## config.mk

```make
export PLATFORM = sky130hd
export DESIGN_NAME = sd_wb_reg_slave
export DESIGN_NICKNAME = d
export VERILOG_FILES = /design/src/rtl/sd_wb_pkg.sv /design/src/rtl/sd_wb_reg_slave.sv
export SDC_FILE = /design/constraint.sdc
export NUM_CORES = 1
export LEC_CHECK = 0
export BUFFER_PORTS_ARGS = -buffer_cell sky130_fd_sc_hd__buf_2
export CORE_MARGIN = 1.5
export CORE_UTILIZATION = 25
export DETAILED_ROUTE_END_ITERATION = 6
export PLACE_DENSITY = 0.53
export SETUP_SLACK_MARGIN = 0.4
export SYNTH_ARGS = -nofsm -noshare
export SYNTH_HDL_FRONTEND = slang
export SYNTH_SLANG_ARGS = --single-unit
```

## constraint.sdc

```tcl
create_clock -name CLK_I -period 1.3 [get_ports CLK_I]
set_input_delay 0.065 -clock CLK_I [delete_from_list [all_inputs] [get_ports CLK_I]]
set_output_delay 0.065 -clock CLK_I [all_outputs]
set_load 0.03 [all_outputs]
```

## src/rtl/sd_wb_pkg.sv

```systemverilog
// Shared Wishbone definitions for the SD controller register slave.
// Holds the bus data width default, register map, CTI codes, FSM state and
// termination encodings, plus the per-beat termination decode.
package sd_wb_pkg;

  localparam int unsigned WB_DATA_W = 32;

  // Register map (word index on ADR_I[6:4]).
  typedef enum logic [2:0] {
    REG_OP     = 3'd0,
    REG_STATUS = 3'd1,
    REG_ARG    = 3'd2,
    REG_RESP   = 3'd3,
    REG_RDDATA = 3'd4,
    REG_WRDATA = 3'd5,
    REG_UNMAP6 = 3'd6,
    REG_UNMAP7 = 3'd7
  } reg_addr_e;

  // Wishbone cycle type identifier codes.
  typedef enum logic [2:0] {
    CTI_CLASSIC = 3'b000,
    CTI_CONST   = 3'b001,
    CTI_INCR    = 3'b010,
    CTI_EOB     = 3'b111
  } aCTI;

  typedef enum logic [1:0] {
    ST_IDLE  = 2'd0,
    ST_ACK   = 2'd1,
    ST_BURST = 2'd2
  } state_e;

  typedef enum logic [1:0] {
    TERM_ACK = 2'd0,
    TERM_ERR = 2'd1,
    TERM_RTY = 2'd2
  } term_e;

  // How a beat terminates, given direction, register and FIFO flags.
  function automatic term_e decode_term(input logic      we,
                                        input reg_addr_e adr,
                                        input logic      rd_empty,
                                        input logic      wr_full);
    term_e t;
    t = TERM_ERR;
    case (adr)
      REG_OP, REG_ARG:       t = TERM_ACK;
      REG_STATUS, REG_RESP:  t = we ? TERM_ERR : TERM_ACK;
      REG_RDDATA:            t = we ? TERM_ERR : (rd_empty ? TERM_RTY : TERM_ACK);
      REG_WRDATA:            t = we ? (wr_full ? TERM_RTY : TERM_ACK) : TERM_ERR;
      default:               t = TERM_ERR;
    endcase
    return t;
  endfunction

endpackage

```

## src/rtl/sd_wb_reg_slave.sv

```systemverilog
// Wishbone register slave for the SD controller.
// Exposes op/arg command registers, status/response read-back and the
// read/write data FIFO windows. Every beat terminates one cycle after it is
// accepted with exactly one of ACK_O/ERR_O/RTY_O.
// Optional feature: define SD_WB_BURST_EN to accept CTI 001/010 bursts
// (one beat per cycle); otherwise every access is classic (2 cycles each).
// Ports:
//   CLK_I, RST_I (sync, active high)          clock / reset
//   CYC_I STB_I WE_I ADR_I SEL_I DAT_I CTI_I BTE_I   Wishbone slave inputs
//   DAT_O ACK_O ERR_O RTY_O                   Wishbone slave outputs
//   op_o arg_o op_strobe_o                    command registers / pulse
//   status_i resp_i                           read-only sources
//   rd_data_i rd_empty_i rd_pop_o             read FIFO head / pop
//   wr_data_o wr_full_i wr_push_o             write FIFO data / push
module sd_wb_reg_slave
  import sd_wb_pkg::*;
#(
  parameter int unsigned DATA_W = WB_DATA_W
) (
  input  logic              CLK_I,
  input  logic              RST_I,
  input  logic              CYC_I,
  input  logic              STB_I,
  input  logic              WE_I,
  input  logic [6:4]        ADR_I,
  input  logic              SEL_I,
  input  logic [DATA_W-1:0] DAT_I,
  input  logic [2:0]        CTI_I,
  input  logic [1:0]        BTE_I,
  output logic [DATA_W-1:0] DAT_O,
  output logic              ACK_O,
  output logic              ERR_O,
  output logic              RTY_O,
  output logic [DATA_W-1:0] op_o,
  output logic [DATA_W-1:0] arg_o,
  output logic              op_strobe_o,
  input  logic [DATA_W-1:0] status_i,
  input  logic [DATA_W-1:0] resp_i,
  input  logic [DATA_W-1:0] rd_data_i,
  input  logic              rd_empty_i,
  output logic              rd_pop_o,
  output logic [DATA_W-1:0] wr_data_o,
  input  logic              wr_full_i,
  output logic              wr_push_o
);

  state_e            state_q, state_d;
  reg_addr_e         adr_q, adr_d;
  logic              ack_q, ack_d, err_q, err_d, rty_q, rty_d;
  logic              op_stb_q, op_stb_d, pop_q, pop_d, push_q, push_d;
  logic [DATA_W-1:0] op_q, op_d, arg_q, arg_d, wr_data_q, wr_data_d;

  logic      req_c, beat_c, burst_cont_c;
  reg_addr_e adr_c;
  term_e     term_c;

  // BTE is ignored; CTI is only consumed by the burst build.
  logic unused_inputs;
  assign unused_inputs = ^{BTE_I, CTI_I};

  assign req_c  = CYC_I & STB_I;
  assign adr_c  = reg_addr_e'(ADR_I);
  assign term_c = decode_term(WE_I, adr_c, rd_empty_i, wr_full_i);
  // A beat is accepted whenever no termination for a final beat is showing.
  assign beat_c = req_c & ((state_q == ST_IDLE) | (state_q == ST_BURST));

`ifdef SD_WB_BURST_EN
  assign burst_cont_c = (CTI_I == 3'(CTI_CONST)) | (CTI_I == 3'(CTI_INCR));
`else
  assign burst_cont_c = 1'b0;
`endif

  // State register.
  always_ff @(posedge CLK_I) begin
    if (RST_I) state_q <= ST_IDLE;
    else       state_q <= state_d;
  end

  // Next state: only an ACKed, non-final burst beat keeps the burst open.
  always_comb begin
    state_d = state_q;
    case (state_q)
      ST_IDLE, ST_BURST: begin
        if (req_c) state_d = (burst_cont_c && term_c == TERM_ACK) ? ST_BURST : ST_ACK;
        else       state_d = ST_IDLE;
      end
      ST_ACK:  state_d = ST_IDLE;
      default: state_d = ST_IDLE;
    endcase
  end

  // Output/next-register logic: side effects only on ACKed beats.
  always_comb begin
    adr_d     = adr_q;
    ack_d     = 1'b0;
    err_d     = 1'b0;
    rty_d     = 1'b0;
    op_stb_d  = 1'b0;
    pop_d     = 1'b0;
    push_d    = 1'b0;
    op_d      = op_q;
    arg_d     = arg_q;
    wr_data_d = wr_data_q;
    if (beat_c) begin
      adr_d = adr_c;
      ack_d = (term_c == TERM_ACK);
      err_d = (term_c == TERM_ERR);
      rty_d = (term_c == TERM_RTY);
      if (term_c == TERM_ACK) begin
        if (WE_I && SEL_I) begin
          case (adr_c)
            REG_OP: begin
              op_d     = DAT_I;
              op_stb_d = 1'b1;
            end
            REG_ARG: arg_d = DAT_I;
            REG_WRDATA: begin
              wr_data_d = DAT_I;
              push_d    = 1'b1;
            end
            default: ;
          endcase
        end
        if (!WE_I && adr_c == REG_RDDATA) pop_d = 1'b1;
      end
    end
  end

  // Registered outputs and command registers.
  always_ff @(posedge CLK_I) begin
    if (RST_I) begin
      adr_q     <= REG_OP;
      ack_q     <= 1'b0;
      err_q     <= 1'b0;
      rty_q     <= 1'b0;
      op_stb_q  <= 1'b0;
      pop_q     <= 1'b0;
      push_q    <= 1'b0;
      op_q      <= '0;
      arg_q     <= '0;
      wr_data_q <= '0;
    end else begin
      adr_q     <= adr_d;
      ack_q     <= ack_d;
      err_q     <= err_d;
      rty_q     <= rty_d;
      op_stb_q  <= op_stb_d;
      pop_q     <= pop_d;
      push_q    <= push_d;
      op_q      <= op_d;
      arg_q     <= arg_d;
      wr_data_q <= wr_data_d;
    end
  end

  assign ACK_O     = ack_q;
  assign ERR_O     = err_q;
  assign RTY_O     = rty_q;
  assign op_o      = op_q;
  assign arg_o     = arg_q;
  assign wr_data_o = wr_data_q;

  // A reset arriving during the termination cycle aborts the beat, so the
  // side-effect pulses are suppressed for that cycle.
  assign op_strobe_o = op_stb_q & ~RST_I;
  assign rd_pop_o    = pop_q & ~RST_I;
  assign wr_push_o   = push_q & ~RST_I;

  // Read data is only driven while an ACK is showing.
  always_comb begin
    DAT_O = '0;
    if (ack_q) begin
      case (adr_q)
        REG_OP:     DAT_O = op_q;
        REG_STATUS: DAT_O = status_i;
        REG_ARG:    DAT_O = arg_q;
        REG_RESP:   DAT_O = resp_i;
        REG_RDDATA: DAT_O = rd_data_i;
        default:    DAT_O = '0;
      endcase
    end
  end

endmodule
```

==> impl_metrics.json, run 1 <==
{
  "outcome": "complete, but fails checks",
  "violations": "setup timing",
  "period_minus_slack_ps": 1990,
  "core_mm2": 0.0212,
  "ys.warnings.count": 0,
  "overflow": 0,
  "h-tree-depth": 3,
  "fmax_mhz": 503,
  "final_cell_mix": "buf_2, buf_6, a21oi_2",
  "grt_util_all_layers_pct": 21.7,
  "slew_headroom_pct": 62.9,
  "vias_per_cell": 4.93,
  "min_path_type": "in2reg",
  "die-area_mm2": 0.0227,
  "avgSynthCellArea_um2": 7.76,
  "std_cell_rows": 53,
  "max_cap_violations": 0,
  "async_flop_share_pct": 0,
  "stdcell_count": 1363,
  "synth_top_family_by_area": "simple AND/OR/NAND/NOR gates",
  "leakage_nw": 5.09,
  "drc": 0,
  "ys_ff_latch": 106,
  "finalWirelength_um": 26300,
  "cp_slowest_stage_delay_ps": 400,
  "synthXorXnorAreaFrac_pct": 0.161,
  "hold_viol_final": 0,
  "port_buffers": 272,
  "endpoint_kind": "output port",
  "die_w_um": 151,
  "cts_root_buf": "clkbuf_16",
  "required_ps": 1240,
  "insertion_delay_ps": 360,
  "yosys_most_used_dff": "dfxtp_1",
  "synth_seq_area_share_pct": 39.0,
  "cts_tree": "yes",
  "cpMostUsedCell": "buf_12",
  "fin_crit_sh_pct": 153,
  "grt_pass1_vias": 6394,
  "path_buf_inv": 3,
  "die_h_um": 151,
  "dpl.hpwl_um": 16200,
  "syn_area_mm2": 0.00544,
  "arrival_ps": 1920,
  "cp_slowest_cell": "dfxtp_4",
  "cpLargestDelayFamily": "buffers and inverters",
  "worstSetupPathType": "reg2out",
  "synthAdderAreaFrac_pct": 0,
  "tightest_slew_ps": 556,
  "start_kind": "flip-flop",
  "clkSlewWorstSetupHoldPaths_ps": 80,
  "dp.cells": 1254,
  "path_max_fanout": 12,
  "synth_nets": 845,
  "antenna_found_initial": 1,
  "place.gp.congestion": 0.784,
  "yosys.area_share.simple_pct": 25.6,
  "p_total_w": 0.00743,
  "rsz0062_at_grt": "true",
  "synth.mux.area_fraction_pct": 6.62,
  "grt_pass1_wl_um": 36600,
  "finalClockSkew_ps": 6.52,
  "drt-initial-drc-count": 244,
  "layout_commonest_cell": "buf_2",
  "drtAntennaViolNets": 0,
  "drive_above_1_share_pct": 77.6,
  "synth_compound_area_share_pct": 21.8,
  "final_nets": 1226,
  "cp_cell_sequence": "buf_12, buf_12, mux2_4, a21oi_2, o22ai_1, and2_4, buf_4",
  "grt_max_degree": 44,
  "first_pass_iters": 4,
  "pin_count": 278,
  "slew_viol_final": 0,
  "synth_edf_count": 0,
  "setup_ws_ps": -687,
  "clock_path_buffers": 2,
  "synth_cell_type_count": 33,
  "clock_sinks": 106,
  "fin_util_pct": 55.4,
  "cts_inserted_buffers": 9,
  "synthCells": 701,
  "setup_viol": 134,
  "vias": 6724,
  "wl_per_cell_um": 19.3,
  "vdd_drop_max_v": 0.000627,
  "power_density_mw_per_mm2": 631,
  "floorplan.initialDensity_pct": 25.6,
  "area_growth_pct": 116
}
[cell families (layout without fill, tap and decap cells)]
logic type                after synthesis  in the layout
AOI/OAI and AO/OA                     203            203
muxes                                  32             32
other                                   0              1
and+or+nand+nor                       292            292
buffers and inverters                  67            453
DFF                                   106            106
xor gates and xnor gates                1              1
[sequential cells by signal, indices dropped and copies added (netlist names)]
signal / count
arg_o: 32
ERR_O: 1
RTY_O: 1
state_q: 1
adr_q: 3
ACK_O: 1
wr_data_o: 32
op_stb_q: 1
push_q: 1
op_o: 32
pop_q: 1
[path summary, 6_finish.rpt]
kind	slack, ps	endpoint	start	cells past startpoint
max	-690	DAT_O[20]	adr_q[0]$_SDFFE_PP0P_	7
min	20	arg_o[31]$_SDFFE_PP0P_	DAT_I[31]	3
max reg2reg	-280	op_o[11]$_SDFFE_PP0P_	state_q[0]$_SDFF_PP0_	9
min reg2reg	460	wr_data_o[12]$_SDFFE_PP0P_	wr_data_o[12]$_SDFFE_PP0P_	2
[per-stage QoR]
step           hold WS [ps]  setup TNS, ps  cell area [µm²]  setup slack, ps
4_1_cts                1.36         -33420            10400             -694
2_1_floorplan           193          -3670             5800            -49.4
3_3_place_gp            331         -16630             7930             -479
3_5_place_dp            338         -19120             7930             -493
6_report               22.4         -35460            11800             -687
5_1_grt                25.3         -45510            11800             -766
[report_power, final]
group | switching (W) | internal [W]
clock network | 0.00139 | 0.00138
logic | 0.000713 | 0.000679
registers | 0.0000206 | 0.00324
[repair_timing]
item,in CTS,in global routing
cloned,18,0
hold buffers,31,0
setup endpoints to repair,240,240
resized for setup,315,425
buffers inserted,36,7
pin swaps,77,165
hold endpoints to repair,93,0
[routing by layer]
metal	track usage, %	share of wire, %	vias up
li1	-	-	3202
met1	26.5	41	3245
met2	37.2	51	231
met3	4.48	5.4	46
met4	8.04	2.5	0
met5	0	0	-
[worst reg2reg max path, cell delays in order, from the launching register on]
cell,delay (ps)
dfxtp_2,320
nand3b_1,180
buf_4,160
nor3_4,200
buf_6,140
buf_6,90
buf_12,110
buf_16,140
nand2_4,50
a21oi_2,130
[layout make-up]
cell class | count | area, µm²
fillers | 1817 | 9450
multi-input cells | 528 | 4570
repair buffers | 436 | 4330
flip-flops and latches | 106 | 2230
well taps | 275 | 344
clock buffers | 10 | 239
clock inverters | 6 | 48.8
inverters | 1 | 3.75
diodes | 1 | 2.50
[cells in the mapped netlist (2+ instances only)]
cell type	count	share of area (%)
a21oi_1	126	12
a21oi_2	6	0.97
a22oi_1	33	4.6
and2_1	34	3.9
and3b_1	2	0.32
buf_2	22	2.0
buf_4	3	0.41
buf_6	11	2.3
clkbuf_1	30	2.1
dfxtp_1	106	39
mux2_2	32	6.6
nand2_1	200	14
nand3_1	3	0.28
nor2_1	2	0.14
nor2b_1	6	0.69
nor3_1	4	0.37
nor3_4	2	0.60
nor3b_1	32	4.4
o21ai_0	2	0.18
o22ai_1	32	3.7
No activity file was read; power rests on OpenSTA's default activity.
==> run 2, diff against run 1 <==
--- a/config.mk
+++ b/config.mk
@@ -6,7 +6,6 @@
 export NUM_CORES = 1
 export LEC_CHECK = 0
 export BUFFER_PORTS_ARGS = -buffer_cell sky130_fd_sc_hd__buf_2
-export CORE_MARGIN = 1.5
 export CORE_UTILIZATION = 25
 export DETAILED_ROUTE_END_ITERATION = 6
 export PLACE_DENSITY = 0.53
==> impl_metrics.json, run 2 (synthesis results as in run 1) <==
{
  "std_cell_rows": 53,
  "cp_slowest_stage_delay_ps": 400,
  "grt_util_all_layers_pct": 21.2,
  "rr_worst_depth": 8,
  "pin_count": 278,
  "drc": 0,
  "antenna_cells": 0,
  "slew_headroom_pct": 67.4,
  "vdd_drop_max_v": 0.000540,
  "insertion_delay_ps": 350,
  "grt_pass1_vias": 6308,
  "cp_cell_sequence": "buf_12, buf_12, mux2_2, a21oi_2, o22ai_1, and2_4, buf_2",
  "slew_viol_final": 0,
  "worstSetupPathType": "reg2out",
  "h-tree-depth": 3,
  "layout_commonest_cell": "buf_2",
  "path_max_fanout": 9,
  "vias": 6593,
  "period_minus_slack_ps": 2010,
  "finalWirelength_um": 25300,
  "fmax_mhz": 497,
  "endpoint": "DAT_O[16]",
  "drt-initial-drc-count": 227,
  "die_h_um": 150,
  "drive_above_1_share_pct": 74.1,
  "area_growth_pct": 105,
  "max_cap_violations": 0,
  "port_buffers": 272,
  "cts_tree": "yes",
  "outcome": "complete, but fails checks",
  "dpl-instance-area_mm2": 0.00795,
  "vias_per_cell": 4.88,
  "finalSetupTns_ps": -32020,
  "worstSetupStartpoint": "adr_q[0]$_SDFFE_PP0P_",
  "min_path_type": "in2reg",
  "cts_inserted_buffers": 9,
  "cpMostUsedCell": "buf_12",
  "die_w_um": 150,
  "endpoint_kind": "output port",
  "finalClockSkew_ps": 14.0,
  "required_ps": 1240,
  "rrSetupSlack_ps": -230,
  "violations": "setup timing",
  "setup_viol": 134,
  "final_nets": 1216,
  "core_mm2": 0.0212,
  "dpl.hpwl_um": 16000,
  "die-area_mm2": 0.0224,
  "clock_path_buffers": 2,
  "cp.depth": 7,
  "setup_ws_ps": -712,
  "arrival_ps": 1950,
  "drtAntennaViolNets": 0,
  "grt_max_degree": 43,
  "wl_per_cell_um": 18.7,
  "power_density_mw_per_mm2": 645,
  "cts_root_buf": "clkbuf_16",
  "grt_pass1_wl_um": 35900,
  "leakage_nw": 4.91,
  "worst_r2r_endpoint": "arg_o[27]$_SDFFE_PP0P_",
  "antenna_found_initial": 0,
  "place.gp.congestion": 0.857,
  "design_area_mm2": 0.0112,
  "cp_slowest_cell": "dfxtp_4",
  "rsz0062_at_grt": "true",
  "tightest_slew_ps": 489,
  "start_kind": "flip-flop",
  "rr_startpoint": "state_q[0]$_SDFF_PP0_",
  "clock_sinks": 106,
  "first_pass_iters": 4,
  "path_buf_inv": 3,
  "overflow": 0,
  "fin_crit_sh_pct": 155,
  "cpLargestDelayFamily": "buffers and inverters",
  "final_cell_mix": "buf_2, buf_6, a21oi_2",
  "floorplan.initialDensity_pct": 25.7,
  "hold_viol_final": 0,
  "clkSlewWorstSetupHoldPaths_ps": 80
}
run 2: cell count changes in the layout (fill, tap and decap cells not counted), moves of 5 or more:
cell / change
a22oi_1: +24
a22oi_2: -24
buf_6: -11
buf_4: +9
buf_12: -8
buf_16: -8
buf_2: +8
dfxtp_1: +5
run 2: worst min-delay path by stage:
stage / cells after the start / from / to
after global placement: 3 / DAT_I[2] / op_o[2]$_SDFFE_PP0P_
after CTS: 3 / DAT_I[24] / arg_o[24]$_SDFFE_PP0P_
after global routing: 3 / DAT_I[29] / op_o[29]$_SDFFE_PP0P_
after floorplan: 2 / ADR_I[4] / adr_q[0]$_SDFFE_PP0P_
after detailed placement: 3 / DAT_I[2] / arg_o[2]$_SDFFE_PP0P_
final: 3 / DAT_I[0] / op_o[0]$_SDFFE_PP0P_
run 2: metal layers:
layer  global-route usage [%]  up-vias  wire length [µm]
met1                     26.9     3157             10500
met4                     6.73        0               731
li1                         -     3173                 -
met2                     36.3      223             12700
met5                        0        -                 0
met3                     3.54       40              1350
run 2: worst min-delay path: stages:
cell     delay [ps]
buf_2           160
nand2_4          80
a21oi_2          40
run 2: stage by stage:
stage / util [%] / setup slack [ps] / total power, W / cells / hold WS [ps]
6_report: 52.9 / -712 / 0.00721 / 1352 / 21.6
5_1_grt: 52.9 / -767 / 0.00747 / 1352 / 12.8
4_1_cts: 47.1 / -712 / 0.00715 / 1340 / 0.745
3_5_place_dp: 37.6 / -489 / 0.00426 / 1265 / 333
3_3_place_gp: 37.6 / -506 / 0.00426 / 1265 / 330
2_1_floorplan: - / -49.4 / 0.00378 / 701 / 193
run 2: timing repair:
action	in CTS	in global routing
setup endpoints to repair	240	240
buffers inserted	23	8
gates cloned	8	3
hold endpoints to repair	80	1
hold buffers	28	1
pin swaps	61	121
gates resized for setup	302	362
run 2: where the power goes:
group	internal [W]	total [W]	switching (W)
Clock	0.00132	0.00265	0.00134
Combinational	0.000613	0.00128	0.000668
Sequential	0.00325	0.00327	0.0000229
Total	0.00518	0.00721	0.00203
run 2: area by class of cell:
class                   instances  area (µm²)
clock buffers                   9         225
multi-input cells             528        4400
repair buffers                426        3940
clock inverters                 7        52.6
well taps                     275         344
fillers                      1912        9970
flip-flops and latches        106        2220
inverters                       1        3.75
==> run 3, diff against run 2 <==
--- a/config.mk
+++ b/config.mk
@@ -5,7 +5,9 @@
 export SDC_FILE = /design/constraint.sdc
 export NUM_CORES = 1
 export LEC_CHECK = 0
+export ABC_AREA = 1
 export BUFFER_PORTS_ARGS = -buffer_cell sky130_fd_sc_hd__buf_2
+export CORE_MARGIN = 4
 export CORE_UTILIZATION = 25
 export DETAILED_ROUTE_END_ITERATION = 6
 export PLACE_DENSITY = 0.53
==> impl_metrics.json, run 3 <==
{
  "endpoint": "DAT_O[31]",
  "worstSetupStartpoint": "adr_q[1]$_SDFFE_PP0P_",
  "overflow": 0,
  "drc": 0,
  "antenna_found_initial": 3,
  "syn_area_mm2": 0.00550,
  "grt_pass1_vias": 6388,
  "cts_inserted_buffers": 9,
  "dpl.hpwl_um": 16800,
  "gr-usage-met2_pct": 30.3,
  "slew_headroom_pct": 81.5,
  "synthCells": 925,
  "required_ps": 1240,
  "path_max_fanout": 12,
  "die-area_mm2": 0.0245,
  "synth.mux.area_fraction_pct": 0,
  "setup_ws_ps": -564,
  "cts_tree": "yes",
  "period_minus_slack_ps": 1860,
  "grt_pass1_wl_um": 35600,
  "hold_viol_final": 0,
  "synth_compound_area_share_pct": 6.46,
  "violations": "setup timing",
  "busiest_layer": "met2",
  "wl_per_cell_um": 16.5,
  "synth_nets": 1069,
  "setup_viol": 75,
  "core_mm2": 0.0218,
  "vias": 6734,
  "outcome": "complete, but fails checks",
  "yosys.area.top_type": "dfxtp_1",
  "die_h_um": 156,
  "synth_top_family_by_area": "simple AND/OR/NAND/NOR gates",
  "yosysMostFrequentCell": "nand2_1",
  "rrSetupSlack_ps": -80,
  "finalClockSkew_ps": 7.27,
  "h-tree-depth": 3,
  "first_pass_iters": 4,
  "yosys.area_share.simple_pct": 42.6,
  "synth_cell_type_count": 23,
  "tightest_slew_ps": 278,
  "async_flop_share_pct": 0,
  "slew_viol_final": 0,
  "clock_sinks": 106,
  "drtAntennaViolNets": 0,
  "vdd_drop_max_v": 0.000571,
  "grtUsageMet1_pct": 25.5,
  "vias_per_cell": 4.34,
  "grt_util_met3_pct": 4.04,
  "drt-initial-drc-count": 344,
  "synthAdderAreaFrac_pct": 0,
  "finalWirelength_um": 25600,
  "grt_util_all_layers_pct": 18.9,
  "rr_startpoint": "state_q[0]$_SDFF_PP0_",
  "area_growth_pct": 89.5,
  "place.gp.congestion": 0.839,
  "synth_commonest_cells": "nand2_1, nor2_1, inv_1",
  "endpoint_kind": "output port",
  "arrival_ps": 1800,
  "p_sw_share_pct": 28.4,
  "ys_ff_latch": 106,
  "clkSlewWorstSetupHoldPaths_ps": 70,
  "pin_count": 278,
  "power_density_mw_per_mm2": 690,
  "synth_edf_count": 0,
  "clock_power_share_pct": 37.9,
  "floorplan.initialDensity_pct": 25.3,
  "preCtsSetupSlack_ps": -255,
  "worst_r2r_endpoint": "op_o[21]$_SDFFE_PP0P_",
  "drive_above_1_share_pct": 48.0,
  "ys.warnings.count": 0,
  "synth_area_leaders": "dfxtp_1, nand2_1, nor2_1",
  "finalSetupTns_ps": -19270,
  "cts_root_buf": "clkbuf_16",
  "final_cell_mix": "nand2_1, buf_2, nor2_1",
  "fmax_mhz": 536,
  "power.internal_w": 0.00515,
  "p_total_w": 0.00720,
  "avgSynthCellArea_um2": 5.95,
  "layout_commonest_cell": "nand2_1",
  "start_kind": "flip-flop",
  "clock_path_buffers": 2,
  "max_cap_violations": 0,
  "worstSetupPathType": "reg2out",
  "leakage_nw": 5.10,
  "die_w_um": 156,
  "final_nets": 1408,
  "port_buffers": 272,
  "rsz0062_at_grt": "true",
  "yosysTopAreaCellShare_pct": 38.6,
  "rr_worst_depth": 9,
  "insertion_delay_ps": 360,
  "p_sw_w": 0.00204,
  "p_seq_share_pct": 45.0,
  "fin_crit_sh_pct": 143,
  "std_cell_rows": 54,
  "grt_max_degree": 50,
  "synthXorXnorAreaFrac_pct": 0,
  "combPwrFrac_pct": 17.1,
  "min_path_type": "in2reg",
  "yosys_most_used_dff": "dfxtp_1",
  "synth_seq_area_share_pct": 38.6
}
[run 3: cell types whose count changed after synthesis, sizes merged, moves of 18 or more]
cell,change
nor2,+238
nand2,+139
a21oi,-111
inv,+111
and2,-34
a22oi,-33
mux2,-32
nor3b,-32
o22ai,-32
a31oi,+18
[run 3: what timing repair did]
item	CTS	global route
hold buffers	28	1
buffers inserted	14	6
endpoints found under the setup margin	239	240
pin swaps	10	32
hold endpoints to repair	66	1
gates resized for setup	159	294
cloned	10	11
[run 3: kinds of logic after synthesis]
group                  after synthesis
AND/OR/NAND/NOR                    602
flip-flops                         106
AO/OA/AOI/OAI                       56
buffers and inverters              161
[run 3: through the flow]
stage	hold slack (ps)	instance area (µm²)	cells	util (%)
after floorplan	143	6120	925	-
after global placement	301	7900	1463	36.3
after detailed placement	292	7900	1463	36.3
after CTS	3.16	9360	1531	43.0
after global routing	7.78	10400	1550	47.9
final	6.89	10400	1550	47.9
[run 3: how the worst min path moves through the flow]
| stage | from | to | slack (ps) | cells after the start |
|---|---|---|---|---|
| floorplan | WE_I | pop_q$_SDFF_PP0_ | 140 | 1 |
| global placement | WE_I | pop_q$_SDFF_PP0_ | 300 | 2 |
| detailed placement | WE_I | pop_q$_SDFF_PP0_ | 290 | 2 |
| CTS | DAT_I[31] | wr_data_o[31]$_SDFFE_PP0P_ | 3 | 3 |
| global route | DAT_I[5] | op_o[5]$_SDFFE_PP0P_ | 8 | 3 |
| finish | DAT_I[5] | op_o[5]$_SDFFE_PP0P_ | 7 | 3 |
[run 3: power by group through the flow]
stage                     registers (W)  clock network (W)  logic (W)
after floorplan                 0.00338                  0   0.000439
after global placement          0.00336                  0   0.000957
after detailed placement        0.00336                  0   0.000962
after CTS                       0.00329            0.00283    0.00113
after global routing            0.00324            0.00294    0.00132
final                           0.00324            0.00273    0.00123
[run 3: cell type report]
type                            instances  area [µm²]
Antenna cell                            1        2.50
Clock buffer                           10         239
Clock inverter                          6        48.8
Fill cell                            2146       11300
Inverter                              112         433
Multi-Input combinational cell        658        3710
Sequential cell                       106        2230
Tap cell                              280         350
Timing Repair Buffer                  377        3420
[run 3: worst max-delay path, stage by stage, from the launching register on]
cell and delay, ps:
dfxtp_2 340, inv_4 90, nand2_4 70, buf_6 110, nor2_4 190, clkbuf_16 230
a22o_1 140, nor2_1 60, nor2_4 80, buf_6 130
[run 3: layer usage]
layer / routed length [µm] / share of wire, %
met1: 11500 / 45
met2: 11800 / 46
met3: 1760 / 6.9
met4: 480 / 1.9
met5: 22 / 0.086
